<file path="config.mk">
export PLATFORM = sky130hd
export DESIGN_NAME = pi_spi_master
export DESIGN_NICKNAME = d
export VERILOG_FILES = /design/src/rtl/pi_spi_master.sv
export SDC_FILE = /design/constraint.sdc
export NUM_CORES = 1
export LEC_CHECK = 0
export ABC_AREA = 1
export BUFFER_PORTS_ARGS = -buffer_cell sky130_fd_sc_hd__clkbuf_2
export CAP_MARGIN = 20
export CORE_MARGIN = 2
export CORE_UTILIZATION = 61
export CTS_CLUSTER_DIAMETER = 40
export DETAILED_ROUTE_END_ITERATION = 10
export HOLD_SLACK_MARGIN = 0.02
export PLACE_DENSITY = 0.87
export REMOVE_ABC_BUFFERS = 1
export SYNTH_ARGS = -nofsm -noshare
export SYNTH_HDL_FRONTEND = slang
export SYNTH_SLANG_ARGS = --single-unit
</file>
<file path="constraint.sdc">
create_clock -name clk -period 3.6 [get_ports clk]
set_input_delay 0.36 -clock clk [delete_from_list [all_inputs] [get_ports clk]]
set_output_delay 0.36 -clock clk [all_outputs]
set_load 0.03 [all_outputs]
</file>
<file path="src/rtl/pi_spi_master.sv">
// PI link SPI initiator (mode 0): command byte, 32-bit address, then data bytes.
// Write bytes are pulled with valid/ready; read bytes return on an rx strobe.
module pi_spi_master #(
    parameter int CLK_DIV = 4,
    parameter int SS_GAP  = 2
) (
    input  logic        clk,
    input  logic        rst_n,
    input  logic        cmd_start,
    input  logic        cmd_wr,
    input  logic [31:0] cmd_addr,
    input  logic [15:0] cmd_len,
    output logic        busy,
    output logic        done,
    input  logic [7:0]  tx_data,
    input  logic        tx_valid,
    output logic        tx_ready,
    output logic [7:0]  rx_data,
    output logic        rx_valid,
    output logic        spi_clk,
    output logic        spi_ss,
    output logic        spi_mosi,
    input  logic        spi_miso
);

    typedef enum logic [2:0] {
        IDLE, SETUP, HDR, DATA, WAIT_TX, TAIL, GAP
    } state_t;

    localparam int CMAX = (CLK_DIV > SS_GAP) ? CLK_DIV : SS_GAP;
    localparam int CW   = $clog2(CMAX + 1);
    localparam logic [CW-1:0] HALF_END = CW'(CLK_DIV - 1);
    localparam logic [CW-1:0] GAP_END  = CW'(SS_GAP - 1);

    state_t      state, state_n;
    logic [CW-1:0] cnt;
    logic [2:0]  bit_cnt;
    logic [2:0]  hdr_cnt;
    logic [15:0] data_cnt;
    logic        wr_q;
    logic [31:0] addr_sh;
    logic [7:0]  tx_sh;
    logic [7:0]  rx_sh;

    logic shifting, cnt_end, rise, fall, byte_end;
    logic hdr_last, data_last, more_data;

    assign shifting  = (state == HDR) || (state == DATA);
    assign cnt_end   = (cnt == HALF_END);
    assign rise      = shifting && !spi_clk && cnt_end;
    assign fall      = shifting && spi_clk && cnt_end;
    assign byte_end  = fall && (bit_cnt == 3'd7);
    assign hdr_last  = (state == HDR) && byte_end && (hdr_cnt == 3'd4);
    assign data_last = (state == DATA) && byte_end && (data_cnt == 16'd1);
    // data_cnt still holds cmd_len while the header is shifting
    assign more_data = (hdr_last && (data_cnt != 16'd0))
                    || ((state == DATA) && byte_end && !data_last);
    assign tx_ready  = wr_q && tx_valid && (more_data || (state == WAIT_TX));
    assign busy      = (state != IDLE);

    always_comb begin
        state_n = state;
        unique case (state)
            IDLE:    if (cmd_start) state_n = SETUP;
            SETUP:   if (cnt_end) state_n = HDR;
            HDR: begin
                if (hdr_last) begin
                    if (data_cnt == 16'd0)       state_n = TAIL;
                    else if (wr_q && !tx_valid) state_n = WAIT_TX;
                    else                         state_n = DATA;
                end
            end
            DATA: begin
                if (data_last)                           state_n = TAIL;
                else if (byte_end && wr_q && !tx_valid) state_n = WAIT_TX;
            end
            WAIT_TX: if (tx_valid) state_n = DATA;
            TAIL:    if (cnt_end) state_n = GAP;
            GAP:     if (cnt == GAP_END) state_n = IDLE;
            default: state_n = IDLE;
        endcase
    end

    always_ff @(posedge clk or negedge rst_n) begin
        if (!rst_n) state <= IDLE;
        else        state <= state_n;
    end

    always_ff @(posedge clk or negedge rst_n) begin
        if (!rst_n) begin
            cnt <= '0;
        end else if ((state_n != state) || (shifting && cnt_end)) begin
            cnt <= '0;
        end else if ((state != IDLE) && (state != WAIT_TX)) begin
            cnt <= cnt + CW'(1);
        end
    end

    always_ff @(posedge clk or negedge rst_n) begin
        if (!rst_n) begin
            spi_ss   <= 1'b1;
            spi_clk  <= 1'b0;
            spi_mosi <= 1'b1;
            done     <= 1'b0;
            rx_valid <= 1'b0;
            rx_data  <= 8'h00;
            wr_q     <= 1'b0;
            addr_sh  <= '0;
            data_cnt <= '0;
            bit_cnt  <= '0;
            hdr_cnt  <= '0;
            tx_sh    <= 8'hFF;
            rx_sh    <= 8'h00;
        end else begin
            done     <= 1'b0;
            rx_valid <= 1'b0;
            if ((state == IDLE) && cmd_start) begin
                wr_q     <= cmd_wr;
                addr_sh  <= cmd_addr;
                data_cnt <= cmd_len;
                tx_sh    <= cmd_wr ? 8'hA0 : 8'hA1;
                spi_mosi <= 1'b1;
                spi_ss   <= 1'b0;
                spi_clk  <= 1'b0;
                bit_cnt  <= '0;
                hdr_cnt  <= '0;
            end
            if (rise) begin
                spi_clk <= 1'b1;
                rx_sh   <= {rx_sh[6:0], spi_miso};
            end
            if (fall) begin
                spi_clk  <= 1'b0;
                bit_cnt  <= bit_cnt + 3'd1;
                tx_sh    <= {tx_sh[6:0], 1'b1};
                spi_mosi <= tx_sh[6];
            end
            if ((state == HDR) && byte_end) begin
                hdr_cnt <= hdr_cnt + 3'd1;
                if (!hdr_last) begin
                    tx_sh    <= addr_sh[31:24];
                    spi_mosi <= addr_sh[31];
                    addr_sh  <= {addr_sh[23:0], 8'h00};
                end
            end
            if ((state == DATA) && byte_end) begin
                data_cnt <= data_cnt - 16'd1;
                if (!wr_q) begin
                    rx_data  <= rx_sh;
                    rx_valid <= 1'b1;
                end
            end
            if (more_data && !wr_q) begin
                tx_sh    <= 8'hFF;
                spi_mosi <= 1'b1;
            end
            if (tx_ready) begin
                tx_sh    <= tx_data;
                spi_mosi <= tx_data[7];
            end
            if ((hdr_last && (data_cnt == 16'd0)) || data_last) begin
                spi_mosi <= 1'b1;
            end
            if ((state == TAIL) && cnt_end) begin
                spi_ss <= 1'b1;
                done   <= 1'b1;
            end
        end
    end

endmodule

</file>
==> impl_results.md <==
* Status: complete, no violations
* Die Wd at 91.1 um
* Fmax at 339 MHz
* Row count at 31
* Max-cap viol count at 0
* Vias in the first global route at 3,929
* Top FF cell, synth: dfrtp_1
* WP data arrival at 2.59 ns
* Routed WL at 10,300 um
* Drt via density at 5.42
* Crit Path Max Fanout at 19
* IR drop worst, VDD at 0.294 mV
* Cell count after synthesis at 584
* # setup viols final at 0
* Fin. Hold Viols at 0
* CTS clk-pin slew, worst paths at 0.09 ns
* Total vias in the final route at 4,118
* Post-CTS setup buffer count at 0
* Worst hold margin at 0.174 ns
* Nets at 728
* Post-Syn Area at 0.00463 sq mm
* Slew @ Worst Pin at 0.563 ns
* Final worst path period share at 82.0%
* HPWL Detailed at 7220 um
* First-pass GRT wire length at 17,600 um
* Async set-or-reset flop fraction in the synthesized netlist at 100%
* Setup slack, reg-to-reg at 0.98 ns
* Slew headroom at 62.4%
* Critical Path RT at 3.24 ns
* CP Launch Type: flip-flop
* CTS Sinks at 89
* HP Class: primary input to flip-flop
* Core area at 0.00729 sq mm
* Pwr per Cell Area at 630 mW/mm^2
* Fill cells at 613
* ANT cells at 0
* Syn_area_per_cell at 7.92 sq um
* All-Layer GR Usage at 26.2%
* Setup TNS at 0 ns
* Largest net degree at the start of global routing at 90
* H-tree depth at 3
* Most frequent cells in the layout: nand2_1 (191), dfrtp_1 (80), clkbuf_2 (75)
* Leakage power at 2.72 nW
* Kind of end point of the critical path: primary output
* RSZ-0062 raised after global routing: no
* CTS Buffer Depth at 2
* Total grt overflow at 0
* Slew Viols, Final at 0
* Yosys Warn Count at 0
* PortBufs at 76
* CTS tree: done
* Yosys cell types at 41
* DRC Markers at 0
* Mean routed wirelength per cell at 13.5 um
* GPL Wtd Cong at 0.874
* Clk_lat worst skew at 0.37 ns
* Initial core utilization at 63.5%
* Die ar. at 0.00830 sq mm
* Commonest non-fill, non-tap cell in the layout: nand2_1
* Layout cells sized above 1 at 18.9%
* Post-synth EDFFs at 0
* Syn-to-layout area delta at 14.7%
* #FFs+latches synth at 89
* IO Pins at 77
* Initial DRC count at 281
* ANT nets after route at 0
* Num CTS Buffers at 9
* Min Tclk post-route at 2.95 ns
* Initial antenna violation count at 0
* Clock Skew at 0.0110 ns
* Die height at 91.1 um
* Drt first pass iters at 4
* Seq/Total Area, Yosys at 48.4%
* Clk root buf: clkbuf_8
* Critical path class: flip-flop to primary output
-- what timing repair did --
item                                   in CTS  in global routing
hold buffers                                0                  1
resized for setup                           0                  0
endpoints found under the hold margin       0                 32
setup endpoints to repair                   0                  0
-- cell families after synthesis --
family / Yosys count / share of synthesized area (%)
buf+inv: 75 / 6.54
xor+xnor: 7 / 1.33
fa+ha+maj: 10 / 2.70
simple gates: 311 / 28.9
flops: 89 / 48.4
compound gates: 92 / 12.2
-- per-stage QoR --
step | instances | area [sq um] | worst slack [ns] | power, mW | util, %
finish | 760 | 5310 | 0.646 | 3.34 | 72.8
global placement | 742 | 5070 | 1.15 | 2.55 | 69.5
floorplan | 564 | 4540 | 0.849 | 2.31 | -
CTS | 758 | 5270 | 0.670 | 3.35 | 72.3
global route | 760 | 5310 | 0.471 | 3.59 | 72.8
detailed placement | 742 | 5070 | 1.05 | 2.63 | 69.5
-- per-layer routing --
metal	track usage, %	share of wire, %	vias up
met4	10.4	1.8	0
li1	-	-	2048
met5	0	0	-
met2	42.0	48	135
met3	5.48	5.9	18
met1	34.9	44	1917
-- worst paths after layout --
path / start / endpoint / cells after the start
max in group asynchronous: rst_n / tx_sh[0] / 3
setup / recovery: cnt[0] / tx_ready / 12
hold / removal: tx_data[1] / tx_sh[1] / 3
min in group asynchronous: rst_n / done / 2
setup reg to reg: cnt[0] / spi_mosi / 12
hold reg to reg: spi_ss / spi_ss / 2
-- critical path, stage by stage (launching register included) --
cell and delay (ns):
dfrtp_1 0.40, ha_1 0.18, ha_1 0.27, nand3_4 0.14, nor2_8 0.16, nand3_4 0.23
inv_4 0.16, nand2_1 0.07, o21a_1 0.11, nand2_1 0.10, nand2_4 0.10, clkinv_4 0.10
clkbuf_2 0.21
-- state kept, by name, summed over array words and instances (netlist names), 3 cells and up --
name      count
bit_cnt       3
state         3
addr_sh      32
hdr_cnt       3
cnt           3
tx_sh         7
rx_sh         8
rx_data       8
data_cnt     16
-- power breakdown --
part / total, mW / internal [mW] / switching, mW
sequential: 1.55 / 1.31 / 0.234
clock: 0.706 / 0.330 / 0.376
combinational: 1.09 / 0.411 / 0.683
total: 3.34 / 2.05 / 1.29
-- final cells by class --
cell class              instances  area, sq um  area share, %
clock buffers                  10          128           2.40
multi-input cells             420         2090           39.3
repair buffers                 81          443           8.34
well taps                      99          124           2.33
clock inverters                 6         73.8           1.39
flip-flops and latches         89         2240           42.2
inverters                      55          214           4.03
-- cell usage after synthesis (all sizes together) (3+ instances only) --
cell type / count / area share (%)
xor2: 6 / 1.1
nand3: 31 / 4.1
buf: 9 / 1.0
a21oi: 11 / 1.2
clkbuf: 11 / 0.89
o21ai: 29 / 3.1
ha: 10 / 2.7
o211ai: 7 / 1.1
nand4: 4 / 0.54
dfrtp: 80 / 43
a22o: 6 / 1.1
a31oi: 24 / 3.2
inv: 53 / 4.4
nand2: 194 / 16
dfstp: 9 / 5.1
o21a: 3 / 0.49
nor2: 70 / 6.4
o22ai: 6 / 0.81
nor3: 7 / 1.1
No activity file was read; power rests on OpenSTA's default activity.
